[config.mk]
export PLATFORM = sky130hd
export DESIGN_NAME = edac_scrubber
export DESIGN_NICKNAME = d
export VERILOG_FILES = /design/src/rtl/edac_pkg.sv /design/src/rtl/scrub_timer.sv /design/src/rtl/edac_scrubber.sv
export SDC_FILE = /design/constraint.sdc
export NUM_CORES = 1
export LEC_CHECK = 0
export CAP_MARGIN = 15
export CORE_ASPECT_RATIO = 0.6
export CORE_MARGIN = 5
export CORE_UTILIZATION = 52
export DETAILED_ROUTE_END_ITERATION = 8
export PLACE_DENSITY = 0.91
export SLEW_MARGIN = 10
export SYNTH_ARGS = -nofsm -noshare
export SYNTH_HDL_FRONTEND = slang
export SYNTH_SLANG_ARGS = --single-unit
[constraint.sdc]
create_clock -name CLK -period 2.9 [get_ports CLK]
set_clock_uncertainty 0.2 [all_clocks]
set_input_delay 0.58 -clock CLK [delete_from_list [all_inputs] [get_ports CLK]]
set_output_delay 0.58 -clock CLK [all_outputs]
set_load 0.01 [all_outputs]
[src/rtl/edac_pkg.sv]
// edac_pkg: shared definitions for the EDAC background scrubber.
//   DATA_BITS            width of the EDAC data bus (E0D/E1D/E2D, EDO, SWD)
//   DEF_*                default scrub timing constants
//   scrub_state_t        scrubber FSM state encoding
package edac_pkg;

    localparam int DATA_BITS        = 8;

    localparam int DEF_INTERVAL     = 1000;
    localparam int DEF_READ_CYCLES  = 3;
    localparam int DEF_WRITE_CYCLES = 2;

    typedef enum logic [1:0] {
        S_WAIT  = 2'd0,
        S_READ  = 2'd1,
        S_WRITE = 2'd2,
        S_NEXT  = 2'd3
    } scrub_state_t;

endpackage

[src/rtl/scrub_timer.sv]
// scrub_timer: loadable down-counter with hold and zero flag.
//   clk       system clock
//   rst       synchronous active-high reset, loads RST_VAL
//   load      load load_val (has priority over dec)
//   load_val  value to load
//   dec       decrement by one; ignored once the count reaches zero
//   zero      count is zero
module scrub_timer #(
    parameter int WIDTH   = 10,
    parameter int RST_VAL = 0
) (
    input  logic             clk,
    input  logic             rst,
    input  logic             load,
    input  logic [WIDTH-1:0] load_val,
    input  logic             dec,
    output logic             zero
);

    logic [WIDTH-1:0] count;

    always_ff @(posedge clk) begin
        if (rst)
            count <= WIDTH'(RST_VAL);
        else if (load)
            count <= load_val;
        else if (dec && (count != '0))
            count <= count - WIDTH'(1);
    end

    assign zero = (count == '0);

endmodule

[src/rtl/edac_scrubber.sv]
// edac_scrubber: background scrubber for the triple-redundant EDAC memory.
// Reads each word through the voter during CPU-idle gaps and writes the
// corrected word back to all banks when the voter flags a disagreement.
//   CLK         system clock
//   RESET       synchronous active-high reset
//   ENABLE      scrubbing permitted
//   CPU_IDLE    no CPU memory access in progress
//   EDO         voted/corrected data from the EDAC
//   ERR_DET_C   voter disagreement flag, valid with EDO
//   CLR         one-cycle pulse clearing CORR_COUNT
//   SA          scrub address
//   SOWN        scrubber owns the memory bus
//   SRD / SWR   active-high read / write strobes
//   SWD         write-back data
//   CORR_COUNT  saturating count of corrected words
//   PASS_DONE   one-cycle pulse when SA wraps to 0
module edac_scrubber
    import edac_pkg::*;
#(
    parameter int ADDR_BITS    = 15,
    parameter int MEM_WORDS    = 32768,
    parameter int INTERVAL     = DEF_INTERVAL,
    parameter int READ_CYCLES  = DEF_READ_CYCLES,
    parameter int WRITE_CYCLES = DEF_WRITE_CYCLES,
    parameter int COUNT_BITS   = 8
) (
    input  logic                  CLK,
    input  logic                  RESET,
    input  logic                  ENABLE,
    input  logic                  CPU_IDLE,
    input  logic [DATA_BITS-1:0]  EDO,
    input  logic                  ERR_DET_C,
    input  logic                  CLR,
    output logic [ADDR_BITS-1:0]  SA,
    output logic                  SOWN,
    output logic                  SRD,
    output logic                  SWR,
    output logic [DATA_BITS-1:0]  SWD,
    output logic [COUNT_BITS-1:0] CORR_COUNT,
    output logic                  PASS_DONE
);

    localparam int T_RW   = (READ_CYCLES > WRITE_CYCLES) ? READ_CYCLES : WRITE_CYCLES;
    localparam int T_MAX  = (INTERVAL > T_RW) ? INTERVAL : T_RW;
    localparam int TW     = $clog2(T_MAX + 1);
    localparam logic [COUNT_BITS-1:0] CNT_MAX = '1;

    scrub_state_t   state;
    logic           tmr_load;
    logic [TW-1:0]  tmr_val;
    logic           tmr_dec;
    logic           tmr_zero;
    logic           abort;
    logic           inc;
    logic           last_word;

    // One timer serves both the idle interval and the strobe widths; strobe
    // phases load (width-1) so the zero flag marks the final strobe cycle.
    // The interval is loaded on entry to NEXT, so the NEXT cycle counts as
    // the first idle cycle and an access recurs every INTERVAL+READ_CYCLES+1.
    scrub_timer #(.WIDTH(TW), .RST_VAL(INTERVAL)) u_timer (
        .clk      (CLK),
        .rst      (RESET),
        .load     (tmr_load),
        .load_val (tmr_val),
        .dec      (tmr_dec),
        .zero     (tmr_zero)
    );

    always_comb begin
        abort     = ((state == S_READ) || (state == S_WRITE)) && (!CPU_IDLE || !ENABLE);
        inc       = (state == S_WRITE) && !abort && tmr_zero;
        last_word = (SA == ADDR_BITS'(MEM_WORDS - 1));
        tmr_load  = 1'b0;
        tmr_val   = '0;
        tmr_dec   = 1'b0;
        case (state)
            S_WAIT: begin
                if (!tmr_zero)
                    tmr_dec = ENABLE;
                else if (ENABLE && CPU_IDLE) begin
                    tmr_load = 1'b1;
                    tmr_val  = TW'(READ_CYCLES - 1);
                end
            end
            S_READ: begin
                if (abort) begin
                    tmr_load = 1'b1;
                    tmr_val  = TW'(1);
                end else if (tmr_zero) begin
                    tmr_load = 1'b1;
                    tmr_val  = ERR_DET_C ? TW'(WRITE_CYCLES - 1) : TW'(INTERVAL);
                end else
                    tmr_dec = 1'b1;
            end
            S_WRITE: begin
                if (abort) begin
                    tmr_load = 1'b1;
                    tmr_val  = TW'(1);
                end else if (tmr_zero) begin
                    tmr_load = 1'b1;
                    tmr_val  = TW'(INTERVAL);
                end else
                    tmr_dec = 1'b1;
            end
            S_NEXT:  tmr_dec = ENABLE;
            default: ;
        endcase
    end

    always_ff @(posedge CLK) begin
        if (RESET) begin
            state      <= S_WAIT;
            SA         <= '0;
            SOWN       <= 1'b0;
            SRD        <= 1'b0;
            SWR        <= 1'b0;
            SWD        <= '0;
            CORR_COUNT <= '0;
            PASS_DONE  <= 1'b0;
        end else begin
            PASS_DONE <= 1'b0;
            case (state)
                S_WAIT: begin
                    if (tmr_zero && ENABLE && CPU_IDLE) begin
                        state <= S_READ;
                        SOWN  <= 1'b1;
                        SRD   <= 1'b1;
                    end
                end
                S_READ: begin
                    if (abort) begin
                        state <= S_WAIT;
                        SOWN  <= 1'b0;
                        SRD   <= 1'b0;
                    end else if (tmr_zero) begin
                        SWD <= EDO;
                        SRD <= 1'b0;
                        if (ERR_DET_C) begin
                            // Bus ownership carries straight over into the write-back.
                            state <= S_WRITE;
                            SWR   <= 1'b1;
                        end else begin
                            state     <= S_NEXT;
                            SOWN      <= 1'b0;
                            SA        <= last_word ? '0 : SA + ADDR_BITS'(1);
                            PASS_DONE <= last_word;
                        end
                    end
                end
                S_WRITE: begin
                    if (abort) begin
                        // SA is kept so the same word is re-read and re-voted.
                        state <= S_WAIT;
                        SOWN  <= 1'b0;
                        SWR   <= 1'b0;
                    end else if (tmr_zero) begin
                        state     <= S_NEXT;
                        SOWN      <= 1'b0;
                        SWR       <= 1'b0;
                        SA        <= last_word ? '0 : SA + ADDR_BITS'(1);
                        PASS_DONE <= last_word;
                    end
                end
                S_NEXT:  state <= S_WAIT;
                default: state <= S_WAIT;
            endcase

            // Clear takes effect before a coincident increment.
            if (CLR)
                CORR_COUNT <= inc ? COUNT_BITS'(1) : '0;
            else if (inc && (CORR_COUNT != CNT_MAX))
                CORR_COUNT <= CORR_COUNT + COUNT_BITS'(1);
        end
    end

endmodule

==> results.yml <==
synthesis:
  synth-edff-count: 0
  yosys_warnings: 0
  syn-cell-area_um2: 2550
  syn-num-nets: 325
  synthCells: 302
  yosysTopAreaCell: "dfxtp_1"
  synth.most_common_cell: "dfxtp_1"
  synthTopCellsByCount: "47 x dfxtp_1, 37 x nor2_1, 20 x a21oi_1, 17 x nand2_1, 16 x nand3_1"
  synth-seq-cells: 47
  ys.flop_type: "dfxtp_1"
  ys_seq_area_frac: 0.369
  synth_area_leaders: "dfxtp_1 37%, nor2_1 5.5%, xnor2_1 4.5%"
  syn_avg_cell_area_um2: 8.44
  synth-async-reset-ratio: 0
  synth_top_area_share: 0.369
  ys_types: 52
finish:
  syn_to_final_growth_pct: 25.7
  antenna_cells: 0
  utilization: 0.687
  nets: 373
  drive_gt1_frac: 0.0741
critical_path:
  cp_max_fo: 16
  critPathRequiredTime_ps: 2900
  max_stage_delay_ps: 670
  timing.rr.start: "u_timer.count[1]$_SDFFE_PP0P_"
  arrival_ps: 2760
  cp_cell_sequence: "inv_1 -> ha_1 -> or4b_4 -> or3_1 -> nor4_1 -> xnor2_1 -> nor2_1"
  critical_path_class: "reg -> reg"
  crit_path_end: "SA[4]$_SDFFE_PP0P_"
  reg2regPathDepth: 7
  crit_path_start_kind: "register"
  slowest_stage: "or3_1"
  critPathLaunch: "u_timer.count[1]$_SDFFE_PP0P_"
  r2r_slack_ps: 140
  worst_setup_path_end_kind: "register"
  r2r_end: "SA[4]$_SDFFE_PP0P_"
timing:
  finalCritPeriodShare: 0.951
  rsz0062_at_grt: "no"
  finalCriticalPeriod_ps: 2760
  drv_slew: 0
  fmax_mhz: 362
  tns_ps: 0
  hold_violations: 0
  finalSetupViolCount: 0
  slew_headroom: 0.545
  tightestPinTransition_ps: 683
floorplanning:
  ios: 49
  fp.dieH_um: 64.2
  initial_core_util: 0.547
  core_um2: 4660
  rows: 19
  die_x_um: 100
  die_area_um2: 6440
pwr:
  power_uw: 1380
  p_sw_frac: 0.271
  p_int_uw: 1010
  power_frac_comb: 0.139
  powerDensity_nw_per_um2: 432
  pwr-share-clk: 0.355
  seq_power_share: 0.506
  switching_power_uw: 375
  power_leakage_uw: 0.00105
  ir_drop_mv: 0.203
drt:
  via_per_inst: 5.93
  vias: 2454
  drc: 0
  finalWirelength_um: 6620
  dr.pass1.iters: 5
  drt_iter0_drc: 162
  wl_per_cell_um: 16.0
  ant_nets: 0
clocking:
  clk_pin_slew_worst_paths_ps: 90
  cts_tree: "done"
  cts-buffers-inserted: 5
  clock_latency_ps: 310
  cts_buffer_depth: 2
  cts_setup_buffers: 0
  postCtsHoldBufs: 0
  cts_sinks: 47
  cts-root-buf: "clkbuf_8"
  h-tree-depth: 2
place:
  dp_hpwl_um: 4810
  finalWeightedCongestion: 0.884
  port_buffers: 48
grt:
  grt_pass1_vias: 2337
  grt_first_pass_wirelength_um: 11000
  antenna_found_initial: 0
  grt-ovfl-total: 0
  grt_max_degree: 17
  grt_usage: 0.208
worst_hold_path:
  min-delay-start: "SWD[3]$_SDFFE_PP0P_"
  hold_path_class: "reg -> reg"
run:
  drv_cap: 0
run_status:
  status: "completed"
[cell families after synthesis]
family,synth area share
fa+ha+maj,0.0442
buf+inv,0.0388
compound gates,0.137
xor+xnor,0.0653
mux,0.0432
flops,0.369
simple gates,0.302
[area by class of cell]
cell class | instances | area [um2]
clock inverter | 3 | 43.8
tap | 63 | 78.8
inverter | 9 | 33.8
clock buffer | 5 | 68.8
sequential | 47 | 941
timing repair buffer | 54 | 526
fill | 380 | 1460
multi-input combinational | 233 | 1510
[how the worst min path moves through the flow]
stage / endpoint / slack [ps] / depth (start not counted)
floorplan: state[0]$_SDFFE_PP0P_ / 310 / 2
global placement: SWD[5]$_SDFFE_PP0P_ / 270 / 2
detailed placement: SWD[3]$_SDFFE_PP0P_ / 290 / 2
CTS: SWD[3]$_SDFFE_PP0P_ / 310 / 2
global route: SWD[4]$_SDFFE_PP0P_ / 340 / 2
finish: SWD[3]$_SDFFE_PP0P_ / 300 / 2
[routing by layer]
| layer | GRT usage | wire, um | vias to the layer above |
|---|---|---|---|
| met2 | 0.315 | 2800 | 122 |
| met1 | 0.292 | 3170 | 1128 |
| met4 | 0.0538 | 52 | 0 |
| met3 | 0.0576 | 591 | 9 |
| li1 | - | - | 1195 |
| met5 | 0 | 0 | - |
[stage by stage]
stage / instances / setup slack (ps) / cell area, um2 / hold WS (ps)
after floorplan: 302 / 474 / 2550 / 309
after global placement: 406 / 215 / 3090 / 274
after detailed placement: 406 / 132 / 3090 / 287
after CTS: 414 / 107 / 3200 / 312
after global routing: 414 / 24.3 / 3200 / 341
final: 414 / 141 / 3200 / 305
[state kept, by name (all words and copies together) (netlist names)]
| register | flops |
|---|---|
| SRD | 1 |
| SWR | 1 |
| u_timer.count | 10 |
| PASS_DONE | 1 |
| SA | 15 |
| state | 2 |
| CORR_COUNT | 8 |
| SOWN | 1 |
| SWD | 8 |
[cell usage in the layout, fill, tap and decap left out, types with 2 or more instances in the layout]
master | synthesis | final
nand2_1 | 17 | 17
a31oi_1 | 3 | 3
or4_1 | 2 | 2
nor4_1 | 11 | 11
mux2i_1 | 11 | 11
ha_1 | 9 | 9
o2bb2ai_1 | 2 | 2
o21ai_0 | 14 | 14
a311oi_1 | 3 | 3
o21a_1 | 2 | 2
clkbuf_8 | 0 | 5
a21oi_1 | 20 | 20
xnor2_1 | 13 | 13
a211oi_1 | 3 | 3
buf_4 | 0 | 6
clkdlybuf4s50_1 | 0 | 48
nand2b_1 | 3 | 3
and2_1 | 2 | 2
inv_1 | 9 | 9
xor2_1 | 6 | 6
nand4_1 | 7 | 7
and4_1 | 3 | 3
nor2b_1 | 2 | 2
and3_1 | 2 | 2
nand4b_1 | 2 | 2
or2_2 | 3 | 3
nor4b_1 | 2 | 2
nor2_1 | 37 | 36
dfxtp_1 | 47 | 47
nand3b_1 | 3 | 3
nor3_1 | 12 | 12
or4b_1 | 2 | 2
or3_1 | 2 | 2
and2_0 | 2 | 2
nand3_1 | 16 | 16
[repair_timing]
| action | 4_1_cts | 5_1_grt |
|---|---|---|
| setup endpoints to repair | 0 | 5 |
| hold endpoints to repair | 0 | 0 |
| resized for setup | 0 | 1 |
[power groups by stage]
stage | logic [uW] | clock network [uW] | registers, uW
floorplan | 131 | 0 | 707
detailed placement | 185 | 0 | 714
CTS | 189 | 496 | 699
global placement | 181 | 0 | 713
global route | 212 | 527 | 705
finish | 193 | 491 | 700
[critical path: cells and delay by family, from the launching register on]
family / cells / cell delay, ps
xor gates and xnor gates: 1 / 160
adders and majority gates: 1 / 180
and+or+nand+nor: 4 / 1670
buffers and inverters: 1 / 90
DFF: 1 / 350
(Power assumes the default switching activity.)
